### config.mk
export PLATFORM = sky130hd
export DESIGN_NAME = mcl65_bus_arbiter_flat
export DESIGN_NICKNAME = d
export VERILOG_FILES = /design/src/rtl/mcl65_bus_arbiter_if.sv /design/src/rtl/mcl65_bus_arbiter.sv /design/src/flat_wrapper.sv
export SDC_FILE = /design/constraint.sdc
export NUM_CORES = 1
export LEC_CHECK = 0
export CORE_ASPECT_RATIO = 1.75
export CORE_UTILIZATION = 30
export DETAILED_ROUTE_END_ITERATION = 7
export PLACE_DENSITY_LB_ADDON = 0.12
export SLEW_MARGIN = 5
export SYNTH_ARGS = -nofsm -noshare
export SYNTH_HDL_FRONTEND = slang
export SYNTH_SLANG_ARGS = --single-unit
### constraint.sdc
create_clock -name CORE_CLK -period 1.85 [get_ports CORE_CLK]
set_input_delay 0.2775 -clock CORE_CLK [delete_from_list [all_inputs] [get_ports CORE_CLK]]
set_output_delay 0.2775 -clock CORE_CLK [all_outputs]
set_load 0.1 [all_outputs]
### src/rtl/mcl65_bus_arbiter_if.sv
// mcl65_bus_arbiter_if
//   Bundles the MCL65 bus pins, the DMA requester port and the system memory
//   port that meet at the bus arbiter.
//   slave  modport : the arbiter itself. It drives CLK0, READY, the grant and
//                    done handshake, the muxed memory bus and the read data.
//   master modport : the surroundings (core, DMA engine, memory). They drive
//                    the addresses, write data, read/write strobes,
//                    DMA_REQ and MEM_D_IN.
interface mcl65_bus_arbiter_if;
  logic        CLK0;
  logic [15:0] CPU_A;
  logic [7:0]  CPU_D_OUT;
  logic        CPU_RDWR_n;
  logic        CPU_READY;
  logic [7:0]  CPU_D_IN;
  logic        DMA_REQ;
  logic [15:0] DMA_A;
  logic [7:0]  DMA_D_OUT;
  logic        DMA_RDWR_n;
  logic        DMA_GNT;
  logic        DMA_DONE;
  logic [7:0]  DMA_D_IN;
  logic [15:0] MEM_A;
  logic [7:0]  MEM_D_OUT;
  logic        MEM_RDWR_n;
  logic [7:0]  MEM_D_IN;

  modport slave (
    input  CPU_A, CPU_D_OUT, CPU_RDWR_n, DMA_REQ, DMA_A, DMA_D_OUT,
           DMA_RDWR_n, MEM_D_IN,
    output CLK0, CPU_READY, CPU_D_IN, DMA_GNT, DMA_DONE, DMA_D_IN,
           MEM_A, MEM_D_OUT, MEM_RDWR_n
  );

  modport master (
    output CPU_A, CPU_D_OUT, CPU_RDWR_n, DMA_REQ, DMA_A, DMA_D_OUT,
           DMA_RDWR_n, MEM_D_IN,
    input  CLK0, CPU_READY, CPU_D_IN, DMA_GNT, DMA_DONE, DMA_D_IN,
           MEM_A, MEM_D_OUT, MEM_RDWR_n
  );
endinterface

### src/rtl/mcl65_bus_arbiter.sv
// mcl65_bus_arbiter
//   Generates the CLK0 phase clock for the MCL65 core. It also shares the
//   6502-style memory bus between the core and a single DMA requester. The
//   DMA may only take phase 2 of a CPU read cycle. The core is then held
//   with READY low, so its read is simply repeated in the next CLK0 cycle.
// Ports
//   CORE_CLK : core clock, all state updates on its rising edge
//   RESET    : synchronous, active-high reset
//   bus      : mcl65_bus_arbiter_if.slave
//              - CLK0 phase clock (low = phase 1, high = phase 2)
//              - CPU port: CPU_A/CPU_D_OUT/CPU_RDWR_n in, CPU_READY/CPU_D_IN out
//              - DMA port: DMA_REQ/DMA_A/DMA_D_OUT/DMA_RDWR_n in,
//                          DMA_GNT/DMA_DONE/DMA_D_IN out
//              - memory port: MEM_A/MEM_D_OUT/MEM_RDWR_n out, MEM_D_IN in
module mcl65_bus_arbiter #(
  parameter int HALF_PERIOD   = 25,
  parameter int MAX_DMA_BURST = 4,
  parameter int CNT_W         = 8
) (
  input logic               CORE_CLK,
  input logic               RESET,
  mcl65_bus_arbiter_if.slave bus
);

  localparam int BURST_W = $clog2(MAX_DMA_BURST + 1);
  localparam logic [CNT_W-1:0]   CNT_TERM  = CNT_W'(HALF_PERIOD - 1);
  localparam logic [BURST_W-1:0] BURST_MAX = BURST_W'(MAX_DMA_BURST);

  typedef enum logic [0:0] {
    OWN_CPU = 1'b0,
    OWN_DMA = 1'b1
  } own_e;

  logic [CNT_W-1:0]   cnt_r;
  logic               clk0_r;
  own_e               own_r;
  logic               ready_r;
  logic               gnt_r;
  logic               done_r;
  logic [7:0]         dma_d_in_r;
  logic [BURST_W-1:0] burst_r;

  logic               term_s;
  logic               rise_s;
  logic               fall_s;
  logic               grant_ok_s;
  logic [15:0]        mem_a_s;
  logic [7:0]         mem_d_out_s;
  logic               mem_rdwr_n_s;

  // Phase-boundary decode and the DMA admission rule evaluated at RISE.
  always_comb begin
    term_s     = 1'b0;
    rise_s     = 1'b0;
    fall_s     = 1'b0;
    grant_ok_s = 1'b0;
    if (cnt_r == CNT_TERM) begin
      term_s = 1'b1;
      rise_s = ~clk0_r;
      fall_s = clk0_r;
    end else begin
      term_s = 1'b0;
    end
    // The DMA may only steal a read cycle, and only while under the burst cap.
    if (bus.DMA_REQ && bus.CPU_RDWR_n && (burst_r < BURST_MAX)) begin
      grant_ok_s = 1'b1;
    end else begin
      grant_ok_s = 1'b0;
    end
  end

  // Phase counter, CLK0 generation and the CPU/DMA ownership FSM.
  always_ff @(posedge CORE_CLK) begin
    if (RESET) begin
      cnt_r      <= '0;
      clk0_r     <= 1'b0;
      own_r      <= OWN_CPU;
      ready_r    <= 1'b1;
      gnt_r      <= 1'b0;
      done_r     <= 1'b0;
      dma_d_in_r <= 8'h00;
      burst_r    <= '0;
    end else begin
      done_r <= 1'b0;
      if (term_s) begin
        cnt_r  <= '0;
        clk0_r <= ~clk0_r;
      end else begin
        cnt_r  <= cnt_r + CNT_W'(1);
      end
      case (own_r)
        OWN_CPU: begin
          if (rise_s) begin
            if (grant_ok_s) begin
              own_r   <= OWN_DMA;
              burst_r <= burst_r + BURST_W'(1);
              ready_r <= 1'b0;
              gnt_r   <= 1'b1;
            end else begin
              // A CPU-owned cycle breaks the burst, so the count restarts.
              ready_r <= 1'b1;
              burst_r <= '0;
            end
          end
        end
        OWN_DMA: begin
          // The committed cycle always completes, even if DMA_REQ dropped.
          if (fall_s) begin
            own_r      <= OWN_CPU;
            gnt_r      <= 1'b0;
            done_r     <= 1'b1;
            dma_d_in_r <= bus.MEM_D_IN;
          end
        end
        default: begin
          own_r <= OWN_CPU;
          gnt_r <= 1'b0;
        end
      endcase
    end
  end

  // Memory bus mux. It is driven from the registered owner, so phase 1 is
  // always the CPU's.
  always_comb begin
    mem_a_s      = bus.CPU_A;
    mem_d_out_s  = bus.CPU_D_OUT;
    mem_rdwr_n_s = bus.CPU_RDWR_n;
    case (own_r)
      OWN_DMA: begin
        mem_a_s      = bus.DMA_A;
        mem_d_out_s  = bus.DMA_D_OUT;
        mem_rdwr_n_s = bus.DMA_RDWR_n;
      end
      OWN_CPU: begin
        mem_a_s      = bus.CPU_A;
        mem_d_out_s  = bus.CPU_D_OUT;
        mem_rdwr_n_s = bus.CPU_RDWR_n;
      end
      default: begin
        mem_a_s      = bus.CPU_A;
        mem_d_out_s  = bus.CPU_D_OUT;
        mem_rdwr_n_s = bus.CPU_RDWR_n;
      end
    endcase
  end

  assign bus.CLK0       = clk0_r;
  assign bus.CPU_READY  = ready_r;
  assign bus.CPU_D_IN   = bus.MEM_D_IN;
  assign bus.DMA_GNT    = gnt_r;
  assign bus.DMA_DONE   = done_r;
  assign bus.DMA_D_IN   = dma_d_in_r;
  assign bus.MEM_A      = mem_a_s;
  assign bus.MEM_D_OUT  = mem_d_out_s;
  assign bus.MEM_RDWR_n = mem_rdwr_n_s;

endmodule

### src/flat_wrapper.sv
// flat-port wrapper written by rule: the top's interface ports become plain ports
module mcl65_bus_arbiter_flat 
#(
  parameter int HALF_PERIOD   = 25,
  parameter int MAX_DMA_BURST = 4,
  parameter int CNT_W         = 8
)
  (CORE_CLK, RESET, bus_CPU_A, bus_CPU_D_OUT, bus_CPU_RDWR_n, bus_DMA_REQ, bus_DMA_A, bus_DMA_D_OUT, bus_DMA_RDWR_n, bus_MEM_D_IN, bus_CLK0, bus_CPU_READY, bus_CPU_D_IN, bus_DMA_GNT, bus_DMA_DONE, bus_DMA_D_IN, bus_MEM_A, bus_MEM_D_OUT, bus_MEM_RDWR_n);
  mcl65_bus_arbiter_if bus_i ();
  input logic CORE_CLK;
  input logic RESET;
  input wire logic [$bits(bus_i.CPU_A)-1:0] bus_CPU_A;
  input wire logic [$bits(bus_i.CPU_D_OUT)-1:0] bus_CPU_D_OUT;
  input wire logic [$bits(bus_i.CPU_RDWR_n)-1:0] bus_CPU_RDWR_n;
  input wire logic [$bits(bus_i.DMA_REQ)-1:0] bus_DMA_REQ;
  input wire logic [$bits(bus_i.DMA_A)-1:0] bus_DMA_A;
  input wire logic [$bits(bus_i.DMA_D_OUT)-1:0] bus_DMA_D_OUT;
  input wire logic [$bits(bus_i.DMA_RDWR_n)-1:0] bus_DMA_RDWR_n;
  input wire logic [$bits(bus_i.MEM_D_IN)-1:0] bus_MEM_D_IN;
  output wire logic [$bits(bus_i.CLK0)-1:0] bus_CLK0;
  output wire logic [$bits(bus_i.CPU_READY)-1:0] bus_CPU_READY;
  output wire logic [$bits(bus_i.CPU_D_IN)-1:0] bus_CPU_D_IN;
  output wire logic [$bits(bus_i.DMA_GNT)-1:0] bus_DMA_GNT;
  output wire logic [$bits(bus_i.DMA_DONE)-1:0] bus_DMA_DONE;
  output wire logic [$bits(bus_i.DMA_D_IN)-1:0] bus_DMA_D_IN;
  output wire logic [$bits(bus_i.MEM_A)-1:0] bus_MEM_A;
  output wire logic [$bits(bus_i.MEM_D_OUT)-1:0] bus_MEM_D_OUT;
  output wire logic [$bits(bus_i.MEM_RDWR_n)-1:0] bus_MEM_RDWR_n;
  assign bus_i.CPU_A = bus_CPU_A;
  assign bus_i.CPU_D_OUT = bus_CPU_D_OUT;
  assign bus_i.CPU_RDWR_n = bus_CPU_RDWR_n;
  assign bus_i.DMA_REQ = bus_DMA_REQ;
  assign bus_i.DMA_A = bus_DMA_A;
  assign bus_i.DMA_D_OUT = bus_DMA_D_OUT;
  assign bus_i.DMA_RDWR_n = bus_DMA_RDWR_n;
  assign bus_i.MEM_D_IN = bus_MEM_D_IN;
  assign bus_CLK0 = bus_i.CLK0;
  assign bus_CPU_READY = bus_i.CPU_READY;
  assign bus_CPU_D_IN = bus_i.CPU_D_IN;
  assign bus_DMA_GNT = bus_i.DMA_GNT;
  assign bus_DMA_DONE = bus_i.DMA_DONE;
  assign bus_DMA_D_IN = bus_i.DMA_D_IN;
  assign bus_MEM_A = bus_i.MEM_A;
  assign bus_MEM_D_OUT = bus_i.MEM_D_OUT;
  assign bus_MEM_RDWR_n = bus_i.MEM_RDWR_n;
  mcl65_bus_arbiter #(.HALF_PERIOD(HALF_PERIOD), .MAX_DMA_BURST(MAX_DMA_BURST), .CNT_W(CNT_W)) u_core (.CORE_CLK(CORE_CLK), .RESET(RESET), .bus(bus_i));
endmodule
# Yosys cells after proc, flatten, opt, wreduce, memory -nomap -nowiden
# Index checks and enable logic that the tools add are counted.
# classes
add_sub_neg,2
n_lt_le_gt_ge,1
eq_ne,4
muxes,18
bitwise,2
reduce_logical,7
# ops
operator,n
16-bit case mux with 2 select lines,1
8-bit case mux with 2 select lines,1
1-bit 2-to-1 mux,12
8-bit by 1-bit adder with 8-bit output (second input constant),1
8-bit by 5-bit equality test with 1-bit output (second input constant),1
1-bit case mux with 2 select lines,3
2-bit by 1-bit != test with 1-bit output (second input constant),2
2-bit AND reduction,2
2-bit OR reduction,2
3-bit by 1-bit adder with 3-bit output (second input constant),1
3-bit < comparator (second input constant),1
3-bit 2-to-1 mux,1
3-bit AND reduction,1
1-bit logical AND,2
2-bit != test (second input constant),1
1-bit NOT,2
# word_totals
ff_bits,24
inputBits,61
output_inout_bits,45
word_cells,42

# Longest topological paths before layout
# depth
word_depth,6
ltp_mapped,6

# Least setup slack after synthesis
# No wires, ideal clock.
# synth_path
path_type,reg-to-reg
start,"register u_core.clk0_r, in the netlist u_core.bus.CLK0"
end,"register u_core.dma_d_in_r[0], in the netlist u_core.bus.DMA_D_IN[0]"
arrival_time_ns,1.703
required_time_ns,1.778
path_slack_ns,0.076
stages_incl_launch_ff,4
path_buffers,1
synth_period_minus_slack_ns,1.774
path_cell_list,dfxtp_1 > and4_4 > buf_6 > mux2i_1
# synth_between
elab_chain_len,2
# synth_lines
element,line_no,rtl
"start, declared",mcl65_bus_arbiter.sv:35,logic clk0_r;
"start signal, assigned",mcl65_bus_arbiter.sv:87,clk0_r <= ~clk0_r;
1-bit 2-to-1 mux,mcl65_bus_arbiter.sv:57,if (cnt_r == CNT_TERM) begin
2-bit AND reduction (no line),-,
"end signal, assigned",mcl65_bus_arbiter.sv:112,dma_d_in_r <= bus.MEM_D_IN;
"end, declared",mcl65_bus_arbiter.sv:40,logic [7:0] dma_d_in_r;
# Every way passes these cells.
# A chain may end at the register's enable or synchronous reset.

# Worst setup path in the final report
# layout_path
start,register u_core.own_r
end,output bus_MEM_A[11]
# layout_between
elab_chain_len,2
# layout_lines
element,line_no,rtl
"start, declared",mcl65_bus_arbiter.sv:36,own_e own_r;
"start signal, assigned",mcl65_bus_arbiter.sv:77,own_r <= OWN_CPU;
"start signal, assigned",mcl65_bus_arbiter.sv:95,own_r <= OWN_DMA;
"start signal, assigned",mcl65_bus_arbiter.sv:109,own_r <= OWN_CPU;
1-bit NOT,mcl65_bus_arbiter.sv:129,case (own_r)
16-bit case mux with 2 select lines *,mcl65_bus_arbiter.sv:129,
"end, declared",flat_wrapper.sv:26,output wire logic [$bits(bus_i.MEM_A)-1:0] bus_MEM_A;
# Mark *: on every way between the ends. The rest lies on a longest branch, timed or not.

==> summary by stage <==
Global route
The initial antenna violation count came to 0. The pin count of the biggest net entering global routing is 29. The routing usage on met1 is 16.14%. Global routing used 19.29% of the available tracks across all layers. Global routing used 5.502% of the available met3 tracks. The first global-routing pass estimated ~6800 um of wire.

The remaining global-route overflow is 0. In this run the most used layer during global routing was met2. The met2 usage is 38.62%.

The number of global-route vias before repair came to ~1,400.

Finish
The area growth from synthesis to layout is 98.27%. The number of antenna cells inserted is 0. At the end of the flow, the number of nets in the layout was 309. Measured on the finished design, the core utilization comes to 61.30%. Summing all flip-flop and latch instances after layout gives 480.5 sq um. The multi-input combinational cell area is 838.3 sq um. Of the cells placed in the final design, the portion with a size suffix greater than 1 is 34.02%. The final cell area excluding filler cells is 0.002860 sq mm. Counting the fill cells in the layout gives ~400.

Placement
Routability-driven placement finished with a final weighted congestion of 0.7339. The number of input and output port buffers inserted is 105. Once placement finished, the instance area stood at ~0.0028 sq mm. Once detailed placement completed, the half-perimeter wirelength came to 3978 um.

Critical path
STA classifies the critical path endpoint as an output port. At the worst endpoint, the arrival time is 1.39 ns. The cell repeated most along the worst path is buf_12. The cell family contributing the most delay on the critical path is multiplexers.

In this run the worst setup path begins at u_core.own_r. The slowest cell on the critical path is mux2_2. For the worst setup path, the data required time is 1.57 ns. The critical path runs through a total of 3 cells. STA classifies the critical path startpoint as a flip-flop. The top fanout value on the critical path is 28.

In this run the worst setup path terminates at bus_MEM_A[11]. The worst-case reg-to-reg path depth is 5. The critical path contains buffers and inverters numbering 2 combined.

The category of the most critical setup path is flip-flop to output port. The endpoint of the worst register-to-register path is u_core.bus.DMA_D_IN[2]. On the worst path, the slowest cell contributes a delay of 0.39 ns. Traced cell by cell, the critical path runs through buf_12 > mux2_2 > buf_12.

The startpoint identified for the worst register-to-register timing path is u_core.cnt_r[0]. In this run the register-to-register setup slack is 0.31 ns.

STA
The hold violation total from the final report is 0. For the pin with the worst max-slew slack, the measured transition is 0.3584 ns. The post-route clock skew is 0.001079 ns. Setup violations remaining at the end of the flow were counted as 0. The fmax is 599.0 MHz.

The final worst-path cycle share is 90.25%. Setup repair after global routing left no endpoint under its margin. The final period demand of the worst path is between 1.5 and 2 ns. The total negative setup slack is 0 ns.

On the final layout, the worst hold slack is 0.4624 ns. The number of max-slew violations in the final report came to 0. The worst-case headroom to the max-slew limit is around 76%.

CTS
The clock reaches the later pin of the worst-skew pair after around 0.26 ns. The number of post-CTS setup repair buffers is 0. The clock slew seen by the registers of the worst setup and hold paths is 0.08 ns. The number of buffers added by the clock tree synthesis step is 3. Counting every sink on the clock net gives 24. The count of H-tree levels built during CTS is 1. The number of hold buffers added after cts is 0. In this run the clock root is driven by a clkbuf_8. The CTS tree is built. The number of gates resized after CTS was 0. The number of buffers on the longest clock path is 2.

Yosys
The synthesized netlist devotes approximately 6.2% of its cell area to compound gates. The fraction of the mapped netlist area in adder cells is 2.602%. Summing the areas of all xor and xnor instances in the mapped netlist gives ~1.8% of the synthesized area. The multiplexer share of the synthesized area is 27.15%. The mapped netlist covers around 0.0014 sq mm. Counting every net in the synthesized netlist gives about 210. After synthesis, flip-flops and latches occupy 33.30% of the total area. For this run, the number of Yosys warnings is 0.

The number of different library cells used by synthesis comes to 32. Dividing the synthesized area by the synthesized cell count gives 9.814 sq um. The number of storage elements in the synthesis netlist is 24. Of the total synthesized cell area, the portion taken by AND, OR, NAND and NOR gates is 20.38%. By area, the combinational part of the netlist is dominated by multiplexers. The cell count after synthesis is 147.

Power and ir drop
In this run the power density over the cells is 541.7 mW/mm^2. The overall power consumption is 0.001549 W. The leakage power total is roughly 1.1 nW. The maximum ir drop on the vdd rail is 0.7263 mV.

Job
Max-cap violations in this run came to 0.

Detailed routing
The average wire per standard cell is 15.74 um. The ratio of routed vias to standard cells is about 4.7. The detailed-router iteration count before antenna repair is 4. The count of nets left with antenna violations after detail routing is 0.

The final route contains 1,405 vias. The total DRC errors in the routed layout is 0. The total detailed-routing wirelength is 4658 um. The initial detailed-routing violation count is 18.

Floorplan
The total die area is 0.005101 sq mm. The standard-cell row count is 33. The total core area is 0.004666 sq mm. The boundary pin count is 106. The die is between 50 and 60 um wide.

In this run the vertical extent of the chip is 93.74 um. For this configuration, the core starts out at a cell density of 30.92%.

Min path
The min-delay analysis places its worst path in the category flip-flop to flip-flop.

Outcome
The run finished with clean final reports.
[metrics by stage]
stage	worst slack [ns]	instances
2_1_floorplan	0.07578	147
3_3_place_gp	0.2848	292
3_5_place_dp	0.2532	292
4_1_cts	0.1691	296
5_1_grt	0.1326	296
6_report	0.1805	296
[sequential cells by signal, indices dropped and copies added (netlist names)]
signal	count
u_core.bus.CLK0	1
u_core.burst_r	3
u_core.bus.CPU_READY	1
u_core.bus.DMA_GNT	1
u_core.cnt_r	8
u_core.bus.DMA_DONE	1
u_core.own_r	1
u_core.bus.DMA_D_IN	8
[placed cells by master (no fill, tap or decap), types with 3 or more instances in the layout]
cell              n
mux2_2           25
clkbuf_8          4
or3_1             3
ha_1              3
nand2_1           4
o21ai_0           4
inv_1             4
nor2_1            7
dfxtp_1          24
buf_4            14
nand3_1           4
clkdlybuf4s50_1  60
buf_12           35
nand2b_1         19
mux2i_1          11
a21oi_1           4
nand4_1           3
[routing by layer]
layer	vias to the layer above	part of all wire, %
met5	-	0
met4	0	2.3
met1	648	30
met2	56	60
met3	8	8.3
li1	693	-
[worst min path at each step]
stage / from / to / slack [ns] / depth (start not counted)
floorplan: u_core.burst_r[0] / u_core.burst_r[0] / 0.42 / 1
global placement: u_core.cnt_r[0] / u_core.cnt_r[0] / 0.44 / 1
detailed placement: u_core.cnt_r[0] / u_core.cnt_r[0] / 0.45 / 1
CTS: u_core.burst_r[0] / u_core.burst_r[0] / 0.47 / 1
global route: u_core.cnt_r[0] / u_core.cnt_r[0] / 0.48 / 1
finish: u_core.burst_r[0] / u_core.burst_r[0] / 0.46 / 1
[cell usage after synthesis]
| master | n | area (sq um) |
|---|---|---|
| a211oi_2 | 1 | 12.51 |
| a21bo_2 | 1 | 10.01 |
| a21o_1 | 1 | 7.510 |
| a21oi_1 | 4 | 20.02 |
| a311o_1 | 1 | 10.01 |
| and2_1 | 1 | 6.260 |
| and2b_1 | 1 | 7.510 |
| and4_4 | 1 | 11.26 |
| and4bb_1 | 1 | 12.51 |
| and4bb_2 | 1 | 12.51 |
| buf_2 | 3 | 15.01 |
| buf_4 | 8 | 60.06 |
| buf_6 | 2 | 22.52 |
| clkbuf_1 | 3 | 11.26 |
| dfxtp_1 | 24 | 480.5 |
| ha_1 | 3 | 37.54 |
| inv_1 | 4 | 15.01 |
| mux2_2 | 25 | 281.5 |
| mux2i_1 | 11 | 110.1 |
| nand2_1 | 4 | 15.01 |
| nand2b_1 | 19 | 118.9 |
| nand3_1 | 4 | 20.02 |
| nand3b_1 | 1 | 7.510 |
| nand4_1 | 3 | 18.77 |
| nor2_1 | 7 | 26.28 |
| nor2b_1 | 1 | 6.260 |
| nor3b_2 | 1 | 12.51 |
| o21ai_0 | 4 | 20.02 |
| o2bb2ai_1 | 1 | 8.760 |
| or3_1 | 3 | 18.77 |
| xnor2_1 | 1 | 8.760 |
| xor2_1 | 2 | 17.52 |
[report_power, final]
group	internal, W	switching, W	total (W)	leakage, nW
Clock	0.000190	0.000157	0.000347	0.0288
Sequential	0.000522	0.00000445	0.000526	0.194
Combinational	0.000300	0.000376	0.000676	0.920
[kinds of logic (layout without fill, tap and decap cells)]
group / Yosys count / count (layout)
fa+ha+maj: 3 / 3
compound gates: 13 / 13
mux: 36 / 36
buf+inv: 20 / 117
simple gates: 48 / 48
flops: 24 / 24
xor+xnor: 3 / 3
[area by class of cell]
type	count	area share, %
flip-flops and latches	24	16.80
well taps	52	2.275
repair buffers	109	49.17
clock buffers	4	1.925
multi-input cells	103	29.31
inverters	4	0.5249
(Power assumes the default switching activity.)
